File: src/rtl/hovalaag_pkg.sv
// Shared constants and types for the Hovalaag frame sequencer.
// Phase indices name the role of each clock within a 10-clock frame.
package hovalaag_pkg;

    localparam int unsigned PHASES   = 10;  // frame length, one-hot width
    localparam int unsigned CHUNK_W  = 6;   // data pins per phase
    localparam int unsigned INSTR_W  = 32;
    localparam int unsigned IO_W     = 12;
    localparam int unsigned PIN_W    = 8;   // output pin count
    localparam int unsigned PC_W     = 8;

    localparam int unsigned PH_OUT_LO     = 0;
    localparam int unsigned PH_OUT_HI     = 1;
    localparam int unsigned PH_PC         = 2;
    localparam int unsigned PH_INSTR_LAST = 5;
    localparam int unsigned PH_IN_LO      = 6;
    localparam int unsigned PH_IN_HI      = 7;
    localparam int unsigned PH_STEP       = 8;
    localparam int unsigned PH_LATCH      = 9;

    // Chunks 0..4 fill the low 30 instruction bits; only the low 2 bits of
    // the phase-5 chunk fit, its upper bits (shadow 35:32) are dropped.
    localparam int unsigned SHADOW_W = PH_INSTR_LAST * CHUNK_W;
    localparam int unsigned TOP_W    = INSTR_W - SHADOW_W;

    // Latched core result as presented on the output pins.
    typedef struct packed {
        logic            valid;
        logic [IO_W-1:0] value;
    } core_result_t;

endpackage

File: src/rtl/hovalaag_frame_sequencer_if.sv
// Sequencer <-> core bus.
//   master (sequencer): drives instr, in_data, step; reads core_out,
//                       core_out_valid, core_pc.
//   slave  (core):      the reverse.
interface hovalaag_frame_sequencer_if;
    import hovalaag_pkg::*;

    logic [INSTR_W-1:0] instr;
    logic [IO_W-1:0]    in_data;
    logic               step;
    logic [IO_W-1:0]    core_out;
    logic               core_out_valid;
    logic [PC_W-1:0]    core_pc;

    modport master (
        output instr, in_data, step,
        input  core_out, core_out_valid, core_pc
    );

    modport slave (
        input  instr, in_data, step,
        output core_out, core_out_valid, core_pc
    );

endinterface

File: src/rtl/hovalaag_phase_ring.sv
// One-hot frame phase rotator.
//   i_clk, i_reset : clock, synchronous active-high reset (to phase 0)
//   i_load         : synchronous restart to phase 0
//   o_phase        : registered one-hot phase, bit 0 = phase 0
//   o_wrap_c       : high in the last phase (next edge wraps to phase 0)
module hovalaag_phase_ring
    import hovalaag_pkg::*;
(
    input  logic              i_clk,
    input  logic              i_reset,
    input  logic              i_load,
    output logic [PHASES-1:0] o_phase,
    output logic              o_wrap_c
);

    logic [PHASES-1:0] r_phase;
    logic [PHASES-1:0] w_phase_next;

    // Rotate left by one; a load forces phase 0.
    always_comb begin
        w_phase_next = {r_phase[PHASES-2:0], r_phase[PHASES-1]};
        if (i_load) begin
            w_phase_next = PHASES'(1);
        end
    end

    always_ff @(posedge i_clk) begin
        if (i_reset) begin
            r_phase <= PHASES'(1);
        end else begin
            r_phase <= w_phase_next;
        end
    end

    assign o_phase  = r_phase;
    assign o_wrap_c = r_phase[PHASES-1];

endmodule

File: src/rtl/hovalaag_frame_sequencer.sv
// Frame-level controller for the Hovalaag core: assembles instruction and
// input word from 6-bit pin chunks, issues one execute strobe per complete
// frame, latches the core result and multiplexes it onto the output pins.
//   i_clk, i_reset : clock, synchronous active-high full reset
//   i_addr_reset   : synchronous framing restart (keeps instr/in_data/result)
//   i_data_in      : chunk pins
//   o_phase        : one-hot current phase
//   o_io_out       : registered phase-multiplexed output pins
//   bus            : core-side bus (instr, in_data, step / core result, pc)
module hovalaag_frame_sequencer
    import hovalaag_pkg::*;
(
    input  logic                        i_clk,
    input  logic                        i_reset,
    input  logic                        i_addr_reset,
    input  logic [CHUNK_W-1:0]          i_data_in,
    output logic [PHASES-1:0]           o_phase,
    output logic [PIN_W-1:0]            o_io_out,
    hovalaag_frame_sequencer_if.master  bus
);

    logic [PHASES-1:0]   w_phase;
    logic                w_wrap;
    logic [PIN_W-1:0]    w_io_mux;

    logic [SHADOW_W-1:0] r_shadow;
    logic [INSTR_W-1:0]  r_instr;
    logic [IO_W-1:0]     r_in_data;
    logic                r_frame_ok;
    logic                r_step;
    logic                r_stepped;   // step fired in the current frame
    core_result_t        r_result;
    logic [PIN_W-1:0]    r_io_out;

    hovalaag_phase_ring u_ring (
        .i_clk    (i_clk),
        .i_reset  (i_reset),
        .i_load   (i_addr_reset),
        .o_phase  (w_phase),
        .o_wrap_c (w_wrap)
    );

    // Output pin selection by the current phase; registered below.
    always_comb begin
        w_io_mux = '0;
        if (w_phase[PH_OUT_LO]) begin
            w_io_mux = r_result.value[PIN_W-1:0];
        end
        if (w_phase[PH_OUT_HI]) begin
            w_io_mux = {r_result.valid, 3'b000, r_result.value[IO_W-1:PIN_W]};
        end
        if (w_phase[PH_PC]) begin
            w_io_mux = bus.core_pc;
        end
    end

    always_ff @(posedge i_clk) begin
        if (i_reset) begin
            r_shadow   <= '0;
            r_instr    <= '0;
            r_in_data  <= '0;
            r_frame_ok <= 1'b0;
            r_step     <= 1'b0;
            r_stepped  <= 1'b0;
            r_result   <= '0;
            r_io_out   <= '0;
        end else begin
            r_io_out <= w_io_mux;
            if (i_addr_reset) begin
                // Restart framing; a partially assembled frame is discarded.
                r_shadow   <= '0;
                r_frame_ok <= 1'b0;
                r_step     <= 1'b0;
                r_stepped  <= 1'b0;
            end else begin
                for (int unsigned k = 0; k < PH_INSTR_LAST; k++) begin
                    if (w_phase[k]) begin
                        r_shadow[k*CHUNK_W +: CHUNK_W] <= i_data_in;
                    end
                end
                // Handoff includes the final chunk captured on this same edge.
                if (w_phase[PH_INSTR_LAST]) begin
                    r_instr <= {i_data_in[TOP_W-1:0], r_shadow};
                end
                if (w_phase[PH_IN_LO]) begin
                    r_in_data[CHUNK_W-1:0] <= i_data_in;
                end
                if (w_phase[PH_IN_HI]) begin
                    r_in_data[IO_W-1:CHUNK_W] <= i_data_in;
                end

                // Step covers the phase-8 cycle only after a full frame.
                r_step <= w_phase[PH_IN_HI] & r_frame_ok;

                if (r_step) begin
                    r_stepped <= 1'b1;
                end else if (w_wrap) begin
                    r_stepped <= 1'b0;
                end

                if (w_wrap) begin
                    r_frame_ok <= 1'b1;
                    if (r_stepped) begin
                        r_result <= '{valid: bus.core_out_valid, value: bus.core_out};
                    end
                end
            end
        end
    end

    assign o_phase     = w_phase;
    assign o_io_out    = r_io_out;
    assign bus.instr   = r_instr;
    assign bus.in_data = r_in_data;
    assign bus.step    = r_step;

endmodule

File: src/flat_wrapper.sv
// flat-port wrapper written by rule: the top's interface ports become plain ports
module hovalaag_frame_sequencer_flat import hovalaag_pkg::*;
  (i_clk, i_reset, i_addr_reset, i_data_in, o_phase, o_io_out, bus_instr, bus_in_data, bus_step, bus_core_out, bus_core_out_valid, bus_core_pc);
  hovalaag_frame_sequencer_if bus_i ();
  input  logic i_clk;
  input  logic i_reset;
  input  logic i_addr_reset;
  input  logic [CHUNK_W-1:0] i_data_in;
  output logic [PHASES-1:0] o_phase;
  output logic [PIN_W-1:0] o_io_out;
  output wire logic [$bits(bus_i.instr)-1:0] bus_instr;
  output wire logic [$bits(bus_i.in_data)-1:0] bus_in_data;
  output wire logic [$bits(bus_i.step)-1:0] bus_step;
  input wire logic [$bits(bus_i.core_out)-1:0] bus_core_out;
  input wire logic [$bits(bus_i.core_out_valid)-1:0] bus_core_out_valid;
  input wire logic [$bits(bus_i.core_pc)-1:0] bus_core_pc;
  assign bus_instr = bus_i.instr;
  assign bus_in_data = bus_i.in_data;
  assign bus_step = bus_i.step;
  assign bus_i.core_out = bus_core_out;
  assign bus_i.core_out_valid = bus_core_out_valid;
  assign bus_i.core_pc = bus_core_pc;
  hovalaag_frame_sequencer u_core (.i_clk(i_clk), .i_reset(i_reset), .i_addr_reset(i_addr_reset), .i_data_in(i_data_in), .o_phase(o_phase), .o_io_out(o_io_out), .bus(bus_i));
endmodule
File: config.mk
export PLATFORM = sky130hd
export DESIGN_NAME = hovalaag_frame_sequencer_flat
export DESIGN_NICKNAME = d
export VERILOG_FILES = /design/src/rtl/hovalaag_pkg.sv /design/src/rtl/hovalaag_frame_sequencer_if.sv /design/src/rtl/hovalaag_phase_ring.sv /design/src/rtl/hovalaag_frame_sequencer.sv /design/src/flat_wrapper.sv
export SDC_FILE = /design/constraint.sdc
export NUM_CORES = 1
export LEC_CHECK = 0
export BUFFER_PORTS_ARGS = -buffer_cell sky130_fd_sc_hd__buf_4
export CORE_MARGIN = 8
export CORE_UTILIZATION = 25
export CTS_CLUSTER_SIZE = 24
export DETAILED_ROUTE_END_ITERATION = 8
export SYNTH_ARGS = -nofsm -noshare
export SYNTH_HDL_FRONTEND = slang
export SYNTH_SLANG_ARGS = --single-unit
File: constraint.sdc
create_clock -name i_clk -period 2.8 [get_ports i_clk]
set_clock_uncertainty 0.2 [all_clocks]
set_input_delay 0.56 -clock i_clk [delete_from_list [all_inputs] [get_ports i_clk]]
set_output_delay 0.56 -clock i_clk [all_outputs]
set_load 0.1 [all_outputs]
; ---- Word level (Yosys, flattened, before mapping)
; Index checks and enable logic that the tools add are counted.
[word_totals]
ff_bits = 108
out_inout_bits = 63
elab_cells = 28
[op_classes]
muxes = 5
n_bitwise = 2
n_reduce_logical = 6
[op_table]
columns = cell, count
row1 = 8-bit two-way mux, 3
row2 = 2-bit AND reduction, 3
row3 = 3-bit AND reduction, 1
row4 = 1-bit two-way mux, 2
row5 = 2-bit nonzero test, 1
row6 = 2-bit OR reduction, 1
row7 = 1-bit bitwise AND, 1
row8 = 1-bit inverter, 1

; ---- Depth between registers and ports, before layout
[depth]
depth_word = 3
ltp_mapped = 5
ltp_nobuf = 3

; ---- Cells and area by module
; From an unflattened synthesis, not the netlist that was laid out.
[hier_totals]
hier_cells = 410
hier_area_um2 = 3866.2
[by_module_without_submodules]
columns = module, instances, cells_each, area_per_inst_um2, seq_area_each_um2
row1 = hovalaag_frame_sequencer, 1, 387, 3568.4, 1961.9
row2 = hovalaag_phase_ring, 1, 23, 297.8, 200.2

; ---- Least setup slack after synthesis
; No wires, ideal clock.
[synth_path]
kind = reg2reg
from = reg u_core.u_ring.r_phase[0] (netlist: u_core.u_ring.o_phase[0])
to = reg u_core.r_io_out[3] (netlist: u_core.o_io_out[3])
arrival_time_ps = 1687
required_ps = 2522
setup_slack_ps = 834
stages_incl_launch_ff = 6
path_buffers = 2
period_less_slack_ps = 1966
cell_sequence = dfxtp_1 > buf_6 > nor2b_4 > buf_6 > a221oi_2 > nor3_1
[synth_via]
elab_chain_len = 3
[synth_rtl]
columns = item, line
row1 = from (decl), hovalaag_phase_ring.sv:16  ; logic [PHASES-1:0] r_phase;
row2 = from (signal assigned), hovalaag_phase_ring.sv:31  ; r_phase <= w_phase_next;
row3 = 8-bit two-way mux, hovalaag_frame_sequencer.sv:46  ; if (w_phase[PH_OUT_LO]) begin
row4 = 8-bit two-way mux, hovalaag_frame_sequencer.sv:49  ; if (w_phase[PH_OUT_HI]) begin
row5 = 8-bit two-way mux, hovalaag_frame_sequencer.sv:52  ; if (w_phase[PH_PC]) begin
row6 = to (signal assigned), hovalaag_frame_sequencer.sv:68  ; r_io_out <= w_io_mux;
row7 = to (decl), hovalaag_frame_sequencer.sv:33  ; logic [PIN_W-1:0] r_io_out;
; No other way between the ends.
; A chain may end at the register's enable or synchronous reset.

; ---- Final worst setup path
[layout_path]
from = reg u_core.u_ring.r_phase[3] (netlist: u_core.u_ring.o_phase[3])
to = out o_phase[3]
[layout_lines]
columns = item, line
row1 = to (decl), flat_wrapper.sv:9  ; output logic [PHASES-1:0] o_phase;
; No word-level cell between the ends.

==> summary.txt <==
Outcome
  • Status: finished clean

Place
  • Pre-CTS setup slack: roughly 0.80 ns
  • GPL Wtd Cong: ~0.70
  • IO buf count: slightly above 90
  • DP HPWL: about 7600 µm

Hold path
  • HP Class: reg2reg
  • Worst Hold Endpoint: u_core.bus.instr[6]
  • Hold path start: u_core.r_shadow[6]
  • Hold depth: 2

Floorplanning
  • Die ar.: 19700 µm²
  • Starting Density: approximately a quarter
  • Die height: approximately 140 µm
  • Chip Width: between 100 and 150 µm
  • Core area: around 15000 µm²
  • Top Ports: 93
  • Std cell rows: 45

Timing
  • Final number of hold-violating endpoints: 0
  • Setup ws final: just over 0.7 ns
  • Slew @ Worst Pin: between 0.6 and 0.7 ns
  • Fmax: roughly 480 MHz
  • Final Slew Violations: 0
  • Worst slew margin: a little under three fifths
  • Final min period: 2.08 ns
  • RSZ-0062 raised after global routing: false
  • Fin crit share: about three quarters
  • Setup TNS: 0 ns
  • Final setup viols: 0

Global route
  • Initial antenna violation count: 0
  • Vias in the first global route: around 3k
  • Global-route wire length before repair: about 17000 µm
  • Total GRT Usage: 10.8%
  • Total gr overflow: 0
  • Pin count of the biggest net entering global routing: a little over 50

Worst setup path
  • Reg-to-reg setup timing slack: 1.17 ns
  • Worst Setup End Kind: output pin
  • Delay-heaviest family, CP: flip-flops
  • Crit Path Category: reg2out
  • Arr. time, crit path: between 1 and 1.5 ns
  • Crit path max fanout: 8
  • CP max stage delay: roughly 0.60 ns
  • Worst Reg2Reg Path Length in Cells: 4
  • Worst r2r src: u_core.u_ring.o_phase[5]
  • Crit path cell chain: buf_4
  • Crit start category: flip-flop
  • FF-to-FF End: u_core.bus.instr[18]
  • Slowest CP cell: dfxtp_1
  • CP Buf/Inv Count: 1
  • Worst EP required: between 2 and 2.5 ns

Cells and area
  • Nets@finish: slightly above 500
  • ANT cells: 0
  • Most frequent cells in the layout: dfxtp_1, buf_4, nand2_1
  • Layout cells sized above 1: about a quarter
  • Layout area overhead: 26.8%
  • Commonest non-fill, non-tap cell in the layout: dfxtp_1

Logic synthesis
  • Multiplexer share of the synthesized area: between 10% and 20%
  • Synth top area share: between 50% and 60%
  • Area leader, netlist: dfxtp_1
  • Post-Syn Area: 3870 µm²
  • Adder-cell share of the synthesized area: 0%
  • Cells after Synth: 410
  • Yosys reg bits: between 100 and 150
  • Ys Warns: 0
  • Sequential share of the synthesized area: a little under three fifths
  • Post-Synth XOR/XNOR Area: 0%
  • Synthesized Nets: 440
  • Avg Inst Size Synth: roughly 9.4 µm²
  • Area fraction in and, or, nand and nor cells after synthesis: 18.9%
  • Compound-Gate Fraction of Synth Area: under 10%
  • Post-synthesis cell type count: 21
  • Top post-synthesis cells by area: dfxtp_1, mux2i_1, nand2_1
  • Largest family of logic cells by synthesized area: simple AND/OR/NAND/NOR gates

Pwr
  • Peak supply drop: around 0.28 mV
  • Internal power: between 2000 and 2500 µW
  • P per Cell Area: 595 nW/µm²
  • Gate power share: 5.0%
  • Sw Pwr: between 600 and 700 µW
  • Switching Fraction: 21.6%
  • Seq pwr share: 53.1%
  • Leak: slightly below 0.002 µW
  • Clock power share: about two fifths

Drt
  • Iteration-0 DRC Markers: roughly 220
  • Drt pass-1 iters: 4
  • DR WL/cell: 15.5 µm
  • Routed via count: just under 3k
  • Vias per cell: 4.39
  • WL final: 10500 µm
  • ANT nets after route: 0
  • DRC violations left: 0

Clocking
  • Hold buffer count at cts: 0
  • CTS tree: done
  • Root Buffer: clkbuf_16
  • Post-CTS setup buffers: 0
  • Worst-skew pair later-pin latency: approximately 0.34 ns
  • CTS Sinks: around 110
  • Clock transition at path regs: 0.07 ns
  • Resized cells post-CTS: 0
  • CTS buffer count: 9
  • CTS Buffer Depth: 2
  • # H-tree levels: 3

Job
  • Max cap viols: 0
==> cells by family after synthesis <==
logic type / count (synthesis)
simple gates: 171
flops: 108
compound gates: 54
mux: 42
buf+inv: 35
==> cells in the mapped netlist <==
cell type,n
a21oi_1,49
a221oi_1,2
a221oi_2,3
and2_1,7
and3b_1,1
buf_2,6
buf_4,9
buf_6,10
clkbuf_1,9
dfxtp_1,108
inv_1,1
mux2i_1,42
nand2_1,94
nand2b_1,3
nand3b_1,4
nor2_1,44
nor2_2,5
nor2b_1,6
nor2b_4,1
nor3_1,5
or2_1,1
==> worst max path at each step <==
stage                                        start                   end  cells past startpoint
final                     u_core.u_ring.o_phase[3]            o_phase[3]                      1
after global routing      u_core.u_ring.o_phase[3]            o_phase[3]                      1
after CTS                 u_core.u_ring.o_phase[3]            o_phase[3]                      1
after detailed placement              i_addr_reset  u_core.bus.instr[15]                      5
after global placement                i_addr_reset   u_core.bus.instr[0]                      5
after floorplan           u_core.u_ring.o_phase[0]    u_core.o_io_out[3]                      5
==> metal layers <==
metal / part of all wire [%] / track usage (%) / vias up / wire, µm
met5: 0 / 0 / - / 0
met4: 2.3 / 4.97 / 0 / 238
met3: 7.8 / 4.28 / 15 / 822
met2: 48 / 17.1 / 73 / 5010
met1: 42 / 12.6 / 1417 / 4460
li1: - / - / 1476 / -
==> metrics by stage <==
step	hold WS (ns)	total power [µW]	area, µm²	cells	utilization, %
finish	0.254	2920	4910	679	32.4
global route	0.264	3030	4910	679	32.4
CTS	0.254	2960	4910	679	32.4
detailed placement	0.245	1730	4620	663	30.5
global placement	0.237	1730	4620	663	30.5
floorplan	0.231	1680	3870	410	-
==> power groups by stage <==
stage                     Clock (µW)  Combinational (µW)  Sequential [µW]
final                           1220                 147             1550
after global routing            1320                 157             1550
after CTS                       1260                 149             1550
after detailed placement           0                 149             1580
after global placement             0                 147             1580
after floorplan                    0                67.6             1610
==> flip-flops by register name, summed over array words and instances, names as in the netlist <==
signal,flops
u_core.bus.instr,32
u_core.r_shadow,30
u_core.r_result,13
u_core.bus.in_data,12
u_core.u_ring.o_phase,10
u_core.o_io_out,8
u_core.bus.step,1
u_core.r_frame_ok,1
u_core.r_stepped,1
==> cell type report <==
class / instances / area (µm²)
Fill cell: 1522 / 10200
Inverter: 1 / 3.75
Sequential cell: 108 / 2160
Timing Repair Buffer: 99 / 756
Clock inverter: 4 / 50.0
Clock buffer: 12 / 236
Tap cell: 188 / 235
Multi-Input combinational cell: 267 / 1460
No activity file was read; power rests on OpenSTA's default activity.
